[config.mk]
export PLATFORM = sky130hd
export DESIGN_NAME = fifo_wr_arbiter
export DESIGN_NICKNAME = d
export VERILOG_FILES = /design/src/rtl/fifo_arb_pkg.sv /design/src/rtl/rr_pick.sv /design/src/rtl/fifo_wr_arbiter.sv
export SDC_FILE = /design/constraint.sdc
export NUM_CORES = 1
export LEC_CHECK = 0
export ABC_AREA = 0
export BUFFER_PORTS_ARGS = -buffer_cell sky130_fd_sc_hd__buf_2
export CORE_MARGIN = 5
export CORE_UTILIZATION = 40
export DETAILED_ROUTE_END_ITERATION = 10
export PLACE_DENSITY_LB_ADDON = 0.12
export SLEW_MARGIN = 20
export SYNTH_ARGS = -nofsm -noshare
export SYNTH_HDL_FRONTEND = slang
export SYNTH_SLANG_ARGS = --single-unit
[constraint.sdc]
create_clock -name clk -period 3.5 [get_ports clk]
set_input_delay 1.05 -clock clk [delete_from_list [all_inputs] [get_ports clk]]
set_output_delay 1.05 -clock clk [all_outputs]
set_load 0.01 [all_outputs]
[src/rtl/fifo_arb_pkg.sv]
// rtl/fifo_arb_pkg.sv - shared types and default sizes for the FIFO write arbiter
package fifo_arb_pkg;

    typedef enum logic {
        ARB_IDLE,
        ARB_GRANT
    } arb_state_t;

    localparam int DATA_W_DEF    = 8;
    localparam int NUM_REQ_DEF   = 4;
    localparam int MAX_BURST_DEF = 4;

endpackage

[src/rtl/rr_pick.sv]
// rtl/rr_pick.sv - combinational rotating priority encoder
module rr_pick
    import fifo_arb_pkg::*;
#(
    parameter int N = NUM_REQ_DEF
) (
    input  logic [N-1:0]         req_i,
    input  logic [$clog2(N)-1:0] ptr_i,
    output logic                 valid_o,
    output logic [$clog2(N)-1:0] idx_o,
    output logic [N-1:0]         onehot_o
);

    localparam int PW = $clog2(N);

    // One extra bit so ptr + offset never overflows before the modulo fold.
    logic [PW:0]   sum;
    logic [PW-1:0] cand;

    // Walk offsets from the far end back to 0 so the candidate nearest ptr wins.
    always_comb begin
        valid_o  = 1'b0;
        idx_o    = '0;
        onehot_o = '0;
        sum      = '0;
        cand     = '0;
        for (int k = N - 1; k >= 0; k--) begin
            sum = {1'b0, ptr_i} + (PW + 1)'(k);
            if (sum >= (PW + 1)'(N)) begin
                sum = sum - (PW + 1)'(N);
            end
            cand = sum[PW-1:0];
            if (req_i[cand]) begin
                valid_o  = 1'b1;
                idx_o    = cand;
                onehot_o = N'(1) << cand;
            end
        end
    end

endmodule

[src/rtl/fifo_wr_arbiter.sv]
// rtl/fifo_wr_arbiter.sv - round-robin arbiter sharing the FIFO write port
module fifo_wr_arbiter
    import fifo_arb_pkg::*;
#(
    parameter int NUM_REQ   = NUM_REQ_DEF,
    parameter int DATA_W    = DATA_W_DEF,
    parameter int MAX_BURST = MAX_BURST_DEF
) (
    input  logic                        clk,
    input  logic                        rst,
    input  logic [NUM_REQ-1:0]          req,
    input  logic [NUM_REQ*DATA_W-1:0]   req_data,
    output logic [NUM_REQ-1:0]          gnt,
    input  logic                        fifo_full,
    output logic                        fifo_wr,
    output logic [DATA_W-1:0]           fifo_d_in,
    output logic [$clog2(NUM_REQ)-1:0]  owner,
    output logic                        busy
);

    localparam int IW = $clog2(NUM_REQ);
    localparam int BW = $clog2(MAX_BURST + 1);

    arb_state_t   state_q, state_d;
    logic [IW-1:0] owner_q, owner_d;
    logic [IW-1:0] ptr_q, ptr_d;
    logic [NUM_REQ-1:0] gnt_q, gnt_d;
    logic [BW-1:0] burst_q, burst_d;

    logic          busy_c;
    logic          xfer;
    logic          burst_done;
    logic          release_c;
    logic [IW-1:0] owner_inc;
    logic [IW-1:0] pick_ptr;
    logic          pick_valid;
    logic [IW-1:0] pick_idx;
    logic [NUM_REQ-1:0] pick_onehot;

    assign busy_c     = (state_q == ARB_GRANT);
    assign owner_inc  = (owner_q == IW'(NUM_REQ - 1)) ? '0 : owner_q + IW'(1);
    assign xfer       = busy_c & req[owner_q] & ~fifo_full;
    assign burst_done = (burst_q == BW'(MAX_BURST - 1));
    assign release_c  = busy_c & ((xfer & burst_done) | ~req[owner_q]);

    // Idle searches from the saved pointer; a releasing grant searches from
    // the slot after the owner, which is also where ptr lands on release.
    assign pick_ptr = busy_c ? owner_inc : ptr_q;

    rr_pick #(
        .N (NUM_REQ)
    ) u_pick (
        .req_i    (req),
        .ptr_i    (pick_ptr),
        .valid_o  (pick_valid),
        .idx_o    (pick_idx),
        .onehot_o (pick_onehot)
    );

    assign gnt       = gnt_q;
    assign owner     = owner_q;
    assign busy      = busy_c;
    assign fifo_wr   = xfer;
    assign fifo_d_in = busy_c ? req_data[owner_q*DATA_W +: DATA_W] : '0;

    // Next-state: grant, count, release and same-edge regrant.
    always_comb begin
        state_d = state_q;
        owner_d = owner_q;
        ptr_d   = ptr_q;
        gnt_d   = gnt_q;
        burst_d = burst_q;
        case (state_q)
            ARB_IDLE: begin
                if (pick_valid) begin
                    state_d = ARB_GRANT;
                    owner_d = pick_idx;
                    gnt_d   = pick_onehot;
                    burst_d = '0;
                end
            end
            ARB_GRANT: begin
                if (release_c) begin
                    ptr_d   = owner_inc;
                    burst_d = '0;
                    if (pick_valid) begin
                        owner_d = pick_idx;
                        gnt_d   = pick_onehot;
                    end else begin
                        state_d = ARB_IDLE;
                        gnt_d   = '0;
                    end
                end else if (xfer) begin
                    burst_d = burst_q + BW'(1);
                end
            end
        endcase
    end

    // State registers with immediate asynchronous clear.
    always_ff @(posedge clk or posedge rst) begin
        if (rst) begin
            state_q <= ARB_IDLE;
            owner_q <= '0;
            ptr_q   <= '0;
            gnt_q   <= '0;
            burst_q <= '0;
        end else begin
            state_q <= state_d;
            owner_q <= owner_d;
            ptr_q   <= ptr_d;
            gnt_q   <= gnt_d;
            burst_q <= burst_d;
        end
    end

endmodule

Word-level counts from Yosys, hierarchy flattened
Index checks and enable logic that the tools add are counted.

word-level totals
  register bits = 12
  input port bits = 39
  output and inout port bits = 16
  word-level logic and storage cells = 87

operators by class
  add/subtract/negate cells = 9
  order comparisons = 9
  eq/ne operators = 5
  shift-type cells = 5
  mux-type cells = 43
  bitwise logic cells = 8
  reductions and logical operators = 3

operators with widths
  kind                                                                                 count
  32-bit by 6-bit indexed part select with 8-bit output                                1
  4-bit 2-to-1 mux                                                                     7
  2-bit 2-to-1 mux                                                                     12
  1-bit by 2-bit left shift with 4-bit output, first input constant                    4
  2-bit by 3-bit less-than comparator with 1-bit output, second input constant         5
  1-bit 2-to-1 mux                                                                     11
  1-bit binary-select mux with 2-bit select                                            5
  3-bit greater-or-equal comparator, second input constant                             3
  3-bit 2-to-1 mux                                                                     3
  8-bit 2-to-1 mux                                                                     1
  4-bit case mux with 2 select lines                                                   1
  2-bit by 1-bit subtractor with 2-bit output, second input constant                   4
  2-bit by 2-bit adder with 3-bit output, second input constant                        2
  3-bit case mux with 2 select lines                                                   1
  2-bit AND reduction                                                                  3
  1-bit AND                                                                            4
  2-bit case mux with 2 select lines                                                   1
  2-bit by 1-bit adder with 3-bit output, second input constant                        1
  3-bit by 1-bit adder with 3-bit output, second input constant                        1
  3-bit by 2-bit equality test with 1-bit output, second input constant                1
  2-bit by 3-bit greater-or-equal comparator with 1-bit output, second input constant  1
  3-bit by 1-bit inequality test with 1-bit output, second input constant              1
  1-bit NOT                                                                            3
  2-bit by 1-bit adder with 2-bit output, second input constant                        1
  5 further kinds                                                                      5

Longest topological paths before layout
Gate-level depths: netlist (run 1).

  depth after elaboration = 15
  gate-level depth with buffers = 9
  mapped depth without buffers = 8

Cells and area by module
Synthesis (run 1) repeated with hierarchy kept, for this count alone.

second synthesis, totals
  cells, all modules = 156
  area, all modules = 1560.2 um^2

modules (own cells, without submodules)
  module           instances  cells an instance  area an instance (um^2)
  fifo_wr_arbiter  1          71                 877.1
  rr_pick          1          85                 683.2

Least setup slack after synthesis (run 1)
No wires, ideal clock.

  path type = in2out
  start point = input req[0]
  end point = output fifo_wr
  arrival time = 1.790 ns
  data required time = 2.450 ns
  slack = 0.660 ns
  cell stages on the path = 4
  path buffers = 1
  path through = buf_6 -> mux4_2 -> nand2_1 -> nor2_1

on the way
  cells in the longest elaborated chain, start to end = 4

ends and longest elaborated chain
  element                                    RTL line               source
  from (decl)                                fifo_wr_arbiter.sv:11  input logic [NUM_REQ-1:0] req,
  1-bit binary-select mux with 2-bit select  fifo_wr_arbiter.sv:42  assign xfer = busy_c & req[owner_q] & ~fifo_full;
  1-bit 2-to-1 mux (not written as such)     fifo_wr_arbiter.sv:42
  1-bit AND (2 in series)                    fifo_wr_arbiter.sv:42
  to (decl)                                  fifo_wr_arbiter.sv:15  output logic fifo_wr,

Every way passes these cells. The select of a mux whose other input is x is not followed.

Final worst setup path (run 1)
  start point = input req[3]
  end point = output fifo_wr

The elaborated chain is that of the path after synthesis.

==> results of run 1 <==
report_power, final:
part,total [mW],internal [mW],switching [mW]
Sequential,0.250,0.198,0.0517
Combinational,1.20,0.580,0.617
Clock,0.110,0.0632,0.0470
Total,1.56,0.841,0.716
kinds of logic after synthesis:
| kind of cell | count (synthesis) | share of synthesized area [%] |
|---|---|---|
| adders and majority gates | 11 | 9.77 |
| AOI/OAI and AO/OA | 42 | 20.2 |
| DFF | 12 | 21.3 |
| muxes | 19 | 23.4 |
| buffers and inverters | 13 | 5.77 |
| and+or+nand+nor | 49 | 19.5 |
through the flow:
stage               cell area [um^2]  cells
CTS                             1740    246
floorplan                       1410    146
global placement                1700    242
finish                          1740    246
detailed placement              1700    242
global route                    1740    246
worst paths after layout:
kind	end	depth (start not counted)
max	fifo_wr	5
min	burst_q[1]$_DFFE_PP0P_	2
max reg2reg	gnt[2]$_DFFE_PP0P_	8
min reg2reg	burst_q[1]$_DFFE_PP0P_	2
max in group asynchronous	owner[1]$_DFFE_PP0P_	2
min in group asynchronous	gnt[2]$_DFFE_PP0P_	2
synthesized netlist by cell type, drive strengths merged:
library cell   n  share of area, %
nand2         15               4.0
o21ai         15               5.3
dfrtp         12                21
and2          11               5.2
ha            11               9.8
mux4           9                14
buf            6               3.9
inv            6               1.6
mux2           6               5.3
nor2           6               2.1
a21boi         5               2.7
a21oi          4               1.4
a311oi         4               2.5
mux2i          4               3.7
o221ai         4               2.5
nand3          3               1.1
a21o           2               1.1
and2b          2               1.3
nand2b         2              0.89
o211ai         2               1.1
o311ai         2               1.2
or3            2              0.98
a211o          1              0.71
a311o          1              0.80
and3           1              0.44
and4b          1              0.71
clkbuf         1              0.27
nand4          1              0.44
nand4b         1              0.62
nor2b          1              0.44
nor3           1              0.35
nor4           1              0.44
o22ai          1              0.44
o31ai          1              0.53
or2            1              0.44
state kept, by name, summed over array words and instances, names as in the netlist:
name and cells:
burst_q 3, busy 1, gnt 4, owner 2, ptr_q 2
worst max-delay path, cell delays in order:
cell and delay [ns]:
buf_2 0.16, mux4_2 0.54, nand2_1 0.11, nor2_1 0.05, buf_2 0.13
final cells by class:
type                       count  area, um^2  share of cell area [%]
inverter                       6        22.5                    1.30
tap                           46        57.6                    3.31
multi-input combinational    121        1030                    59.1
sequential                    12         300                    17.3
timing repair buffer          57         293                    16.9
clock buffer                   4        36.3                    2.09
per-layer routing:
metal | vias up | track usage, % | share of wire [%]
li1 | 662 | - | -
met5 | - | 0 | 0
met4 | 0 | 4.12 | 0.51
met1 | 659 | 19.8 | 45
met2 | 53 | 26.4 | 48
met3 | 2 | 3.19 | 6.8
==> impl_metrics.ini, run 1 <==
[run_status]
outcome = finished clean

[global_route]
overflow = 0
grt_pass1_wl_um = 6380
grt_pass1_vias = 1384
antenna_found_initial = 0
grtUsageTotal_pct = 15.5
grt_max_degree = 21

[floorplan]
die_w_um = 69.3
die_y_um = 69.3
placementRows = 21
boundaryPins = 55
initial_core_util_pct = 41.9
die_area_um2 = 4810
core_area_um2 = 3360

[worst_setup_path]
r2r_setup_slack_ns = 0.52
r2r_start = busy$_DFF_PP0_
cp.required_ns = 2.45
start_kind = primary input
critPathKind = primary input to primary output
cp_max_fo = 11
crit_path_start = req[3]
end_kind = primary output
crit_arrival_ns = 2.04

[synthesis]
synth_cell_types = 44
synth.cell_area_um2 = 1410
synth_nets = 196
syn_area_per_cell_um2 = 9.65
ys_warn_count = 0
synthCells = 146
ys_seq_elements = 12
ys_seq_area_share_pct = 21.3

[cts]
clock-root-buffer = clkbuf_4
post_cts_resized = 0
clkSinkCount = 12
clock_path_buffers = 2
clock_latency_ns = 0.27
path_clk_slew_ns = 0.08
numCtsBuffers = 3
cts_hold_buf = 0
cts_tree = done
htree_levels = 1
cts_setup_buffers = 0

[route]
wire_per_inst_um = 15.0
postRouteAntennaNets = 0
routed-via-count = 1376
firstDrtPassIters = 4
routed_wirelength_um = 3700
drc = 0
drtIter0Drc = 40
viasPerCell = 5.59

[cells_and_area]
mostFrequentLayoutCells = buf_2 (54), nand2_1 (15), o21ai_0 (15), dfrtp_1 (12), ha_1 (11)
final_util_pct = 51.6
antenna_cells = 0
nets = 251
fillers = 336
final_common_cell = buf_2
area_growth_pct = 23.3
drive_gt1_share_pct = 44.0

[power_and_ir_drop]
peakVddDrop_mv = 0.417
static-leakage-power_nw = 0.802
fin_total_pwr_mw = 1.56
p_per_area_nw_per_um2 = 897

[timing]
skew_ns = 0.00324
rsz0062_at_grt = false
slew_headroom_pct = 63.1
tns_ns = 0
final-hold-violation-count = 0
worst_hold_slack_ns = 0.500
maxSlewViolCount = 0
fin_crit_sh_pct = 88.3
tightest_slew_ns = 0.554
min_period_ns = 3.09
setup_slack_ns = 0.410
setup_viol_count_final = 0
fmax_mhz = 324

[worst_hold_path]
hold_path_class = register to register
worstHoldStart = burst_q[1]$_DFFE_PP0P_

[flow_run]
maxCapViolCount = 0

[place]
pre_cts_slack_ns = 0.407
dpl.hpwl_um = 3080
place.gp.congestion = 0.887
placement.io_buffers = 54
Note: power is estimated with default switching activity, not from simulation.
==> run 2, diff against run 1 <==
--- a/config.mk
+++ b/config.mk
@@ -14,4 +14,5 @@
 export SLEW_MARGIN = 20
 export SYNTH_ARGS = -nofsm -noshare
 export SYNTH_HDL_FRONTEND = slang
+export SYNTH_HIERARCHICAL = 1
 export SYNTH_SLANG_ARGS = --single-unit
==> run 2 against run 1 <==
Compared with the run above:
- combinational power up 38%
- final area grew 10%
- flip-flop and latch count unchanged
- largest power group unchanged
==> impl_metrics.ini, run 2 <==
[cells_and_area]
antenna_cells = 0
final_common_cell = buf_2
area_growth_pct = 22.5
drive_gt1_share_pct = 46.4
fillers = 352
final_cells = 257
largest_reg_flops = 4
mostFrequentLayoutCells = buf_2 (54), nor2_1 (16), inv_1 (13), dfrtp_1 (12), ha_1 (11)
nets = 260

[synthesis]
synth-edff-count = 0
yosysTopAreaCell = dfrtp_1
ys_seq_area_share_pct = 19.2
synth_nets = 206
synth.cell_area_um2 = 1560
syn_area_per_cell_um2 = 10.0
async_flop_share_pct = 100
synth.top_cell.area_share_pct = 19.2
ys_warn_count = 6
synthCells = 156
synthTopCellsByArea = dfrtp_1 (19%), mux4_2 (14%), ha_1 (8.8%)
ys_seq_elements = 12
yosysMostFrequentCell = nor2_1
synth_commonest_cells = nor2_1 (16), inv_1 (13), dfrtp_1 (12)
ys.flop_type = dfrtp_1
synth_cell_types = 42

[cts]
clkSinkCount = 12
htree_levels = 1
cts_tree = done
post_cts_resized = 0
clock-root-buffer = clkbuf_8
path_clk_slew_ns = 0.05
clock_path_buffers = 2
cts_setup_buffers = 0
cts_hold_buf = 0
clock_latency_ns = 0.24
numCtsBuffers = 3

[worst_setup_path]
reg2reg_to = gnt[0]$_DFFE_PP0P_
cp_max_fo = 13
slowest_delay_ns = 0.60
crit_chain = buf_2 -> mux4_2 -> nand2_1 -> nor2_1 -> buf_2
start_kind = primary input
end_kind = primary output
slowest_stage = mux4_2
cpMostUsedCell = buf_2
crit_end = fifo_wr
reg2reg_depth = 8
crit_arrival_ns = 2.14
crit_path_start = req[0]
cp.required_ns = 2.45
r2r_setup_slack_ns = 0.60
r2r_start = owner[1]$_DFFE_PP0P_
critPathKind = primary input to primary output

[global_route]
grtUsageTotal_pct = 15.5
grt_pass1_vias = 1439
grt_max_degree = 18
grt_pass1_wl_um = 6580
overflow = 0
antenna_found_initial = 0

[route]
postRouteAntennaNets = 0
drc = 0
routed_wirelength_um = 3970
firstDrtPassIters = 6
routed-via-count = 1412
wire_per_inst_um = 15.4
viasPerCell = 5.49
drtIter0Drc = 69

[place]
dpl.cell_count = 253
place.gp.congestion = 0.802
placement.io_buffers = 54
dpl.hpwl_um = 3220

[flow_run]
maxCapViolCount = 0

[timing]
skew_ns = 0.000660
min_period_ns = 3.19
tightest_slew_ns = 0.534
final-hold-violation-count = 0
fin_crit_sh_pct = 91.3
slew_headroom_pct = 64.4
fmax_mhz = 313
tns_ns = 0
setup_viol_count_final = 0
maxSlewViolCount = 0
rsz0062_at_grt = false

[power_and_ir_drop]
static-leakage-power_nw = 0.866
peakVddDrop_mv = 0.489
p_per_area_nw_per_um2 = 1080

[worst_hold_path]
hold_path_class = register to register

[floorplan]
die_area_um2 = 5250
initial_core_util_pct = 42.0
core_area_um2 = 3720
boundaryPins = 55
die_y_um = 72.5
die_w_um = 72.5
placementRows = 22

[run_status]
outcome = finished clean
-- run 2: critical path: cells and delay by family --
kind | cells | cell delay [ns]
multiplexers | 1 | 0.60
AND/OR/NAND/NOR | 2 | 0.18
buffers and inverters | 2 | 0.32
-- run 2: per-layer routing --
layer  share of wire, %  vias to the layer above  track usage [%]  wire length, um
li1                   -                      690                -                -
met1                 42                      692             19.0             1650
met2                 55                       26             27.8             2160
met3                2.4                        4             1.11               97
met4                1.4                        0             6.76               56
met5                  0                        -                0                0
-- run 2: cell type report --
type | instances | area, um^2 | share of cell area (%)
inverter | 13 | 48.8 | 2.55
tap | 48 | 60.1 | 3.14
timing repair buffer | 59 | 308 | 16.1
clock buffer | 4 | 55.1 | 2.88
sequential | 12 | 300 | 15.7
multi-input combinational | 121 | 1140 | 59.6
-- run 2: cell families after synthesis --
family	count (synthesis)	share of synthesized area, %
and+or+nand+nor	48	15.6
buffers and inverters	23	7.70
AOI/OAI and AO/OA	34	20.1
muxes	28	28.5
DFF	12	19.2
adders and majority gates	11	8.82
-- run 2: worst min-delay path by stage --
stage	endpoint	slack [ns]	depth (start not counted)	startpoint
2_1_floorplan	ptr_q[1]$_DFFE_PP0P_	0.48	1	ptr_q[1]$_DFFE_PP0P_
3_3_place_gp	gnt[2]$_DFFE_PP0P_	0.48	1	gnt[2]$_DFFE_PP0P_
3_5_place_dp	gnt[3]$_DFFE_PP0P_	0.49	1	gnt[3]$_DFFE_PP0P_
4_1_cts	gnt[3]$_DFFE_PP0P_	0.50	1	gnt[3]$_DFFE_PP0P_
5_1_grt	gnt[3]$_DFFE_PP0P_	0.53	1	gnt[3]$_DFFE_PP0P_
6_report	gnt[3]$_DFFE_PP0P_	0.50	1	gnt[3]$_DFFE_PP0P_
-- run 2: power by group --
part           total [mW]  switching [mW]  internal (mW)
Clock               0.148          0.0491         0.0992
Sequential          0.262          0.0600          0.202
Combinational        1.65           0.878          0.768
Total                2.06           0.987           1.07
-- run 2: through the flow --
step	power (mW)	instance area, um^2	hold WS [ns]	util (%)	setup slack (ns)
final	2.06	1910	0.496	51.4	0.306
after floorplan	1.53	1560	0.477	-	0.672
after global placement	1.86	1860	0.479	50.0	0.318
after detailed placement	1.91	1860	0.489	50.0	0.312
after global routing	2.25	1910	0.526	51.4	0.247
after CTS	2.07	1910	0.502	51.4	0.307
==> run 3, diff against run 2 <==
==> constraint.sdc (replaced) <==
create_clock -name clk -period 3.5 [get_ports clk]
set_input_delay 1.05 -clock clk [delete_from_list [all_inputs] [get_ports clk]]
set_output_delay 1.05 -clock clk [all_outputs]
set_load 0.02 [all_outputs]
==> run 3 against run 2 <==
Compared with the run above:
- core utilization is 0.40 points higher
- via count is 0.21% lower
- combinational power is 5% higher
- clock power hardly changed
- clock-buffer cell count stayed put
- flip-flop and latch count stayed put
- sequential power is 3% lower
- die area stayed put
- final area is 0.79% higher
- register-to-register slack hardly changed
- largest power group unchanged
==> impl_metrics.ini, run 3 (same netlist as run 2, synthesis figures left out) <==
[route]
firstDrtPassIters = 4
routed-via-count = 1409
routed_wirelength_um = 3920
postRouteAntennaNets = 0
drtIter0Drc = 88
drc = 0
viasPerCell = 5.44
wire_per_inst_um = 15.1

[power_and_ir_drop]
peakVddDrop_mv = 0.473
clkPwrFrac_pct = 7.0
static-leakage-power_nw = 0.875
p_sw_share_pct = 49.1
p_sw_mw = 1.05
p_seq_share_pct = 11.8
p_comb_share_pct = 81.2
p_per_area_nw_per_um2 = 1110
internal_power_mw = 1.09

[cts]
clock_path_buffers = 2
numCtsBuffers = 3
clkSinkCount = 12
cts_setup_buffers = 0
clock-root-buffer = clkbuf_8
post_cts_resized = 0
cts_tree = done
htree_levels = 1
clock_latency_ns = 0.24
cts_hold_buf = 0
path_clk_slew_ns = 0.05

[cells_and_area]
drive_gt1_share_pct = 46.9
final_util_pct = 51.9
multi_input_area_um2 = 1140
mostFrequentLayoutCells = buf_2 (54), nor2_1 (16), inv_1 (13), dfrtp_1 (12), ha_1 (11)
register_area_um2 = 300
antenna_cells = 0
largest_reg_flops = 4
area_growth_pct = 23.5
final_common_cell = buf_2
fillers = 340
nets = 262
final_cells = 259

[worst_setup_path]
crit_arrival_ns = 2.05
start_kind = primary input
cp.required_ns = 2.45
critPathKind = primary input to primary output
end_kind = primary output
cp_max_fo = 13

[global_route]
grt_max_degree = 18
grt_pass1_vias = 1515
grtUsageTotal_pct = 15.3
grt_pass1_wl_um = 6560
antenna_found_initial = 0
overflow = 0

[floorplan]
core_area_um2 = 3720
die_y_um = 72.5
initial_core_util_pct = 42.0
die_w_um = 72.5
placementRows = 22
die_area_um2 = 5250
boundaryPins = 55

[flow_run]
maxCapViolCount = 0

[timing]
fmax_mhz = 322
rsz0062_at_grt = false
slew_headroom_pct = 66.9
fin_crit_sh_pct = 88.6
maxSlewViolCount = 0
setup_viol_count_final = 0
tightest_slew_ns = 0.496
final-hold-violation-count = 0
skew_ns = 0.00153
min_period_ns = 3.10
tns_ns = 0

[worst_hold_path]
hold_path_class = register to register

[place]
place.gp.congestion = 0.833
dpl.hpwl_um = 3240
placement.io_buffers = 54
dpl.cell_count = 255

[run_status]
outcome = finished clean
run 3: layer usage:
metal | part of all wire [%] | routed length [um] | GRT usage (%) | vias to the layer above
met5 | 0 | 0 | 0 | -
li1 | - | - | - | 693
met4 | 0.43 | 17 | 3.69 | 0
met2 | 56 | 2200 | 29.3 | 15
met1 | 42 | 1640 | 18.6 | 699
met3 | 1.5 | 59 | 0.970 | 2
run 3: power by group through the flow:
stage	logic, mW	registers (mW)	clock network, mW
final	1.73	0.253	0.148
after global routing	1.92	0.263	0.160
after CTS	1.75	0.254	0.152
after detailed placement	1.74	0.258	0
after global placement	1.70	0.253	0
after floorplan	1.33	0.276	0
run 3: final timing paths:
kind | depth (start not counted) | slack (ns) | startpoint | to
max | 5 | 0.40 | req[0] | fifo_wr
max reg2reg | 8 | 0.60 | owner[1]$_DFFE_PP0P_ | gnt[2]$_DFFE_PP0P_
max in group asynchronous | 2 | 2.38 | rst | owner[0]$_DFFE_PP0P_
min reg2reg | 1 | 0.50 | gnt[0]$_DFFE_PP0P_ | gnt[0]$_DFFE_PP0P_
min in group asynchronous | 2 | 0.81 | rst | burst_q[1]$_DFFE_PP0P_
min | 1 | 0.50 | gnt[0]$_DFFE_PP0P_ | gnt[0]$_DFFE_PP0P_
run 3: through the flow:
step	setup slack, ns	cell area [um^2]	power, mW	hold slack [ns]
finish	0.399	1930	2.13	0.496
global route	0.365	1930	2.34	0.514
CTS	0.401	1930	2.16	0.504
detailed placement	0.412	1870	2.00	0.490
global placement	0.413	1870	1.95	0.480
floorplan	0.639	1560	1.60	0.477
run 3: worst max-delay path: stages:
cell     delay (ns)
buf_2          0.19
mux4_2         0.51
nand2_1        0.10
nor2_1         0.04
buf_2          0.15
run 3: layout make-up:
type / count / share of cell area (%)
Tap cell: 48 / 3.12
Clock buffer: 4 / 2.86
Multi-Input combinational cell: 121 / 59.2
Sequential cell: 12 / 15.6
Timing Repair Buffer: 61 / 16.8
Inverter: 13 / 2.53
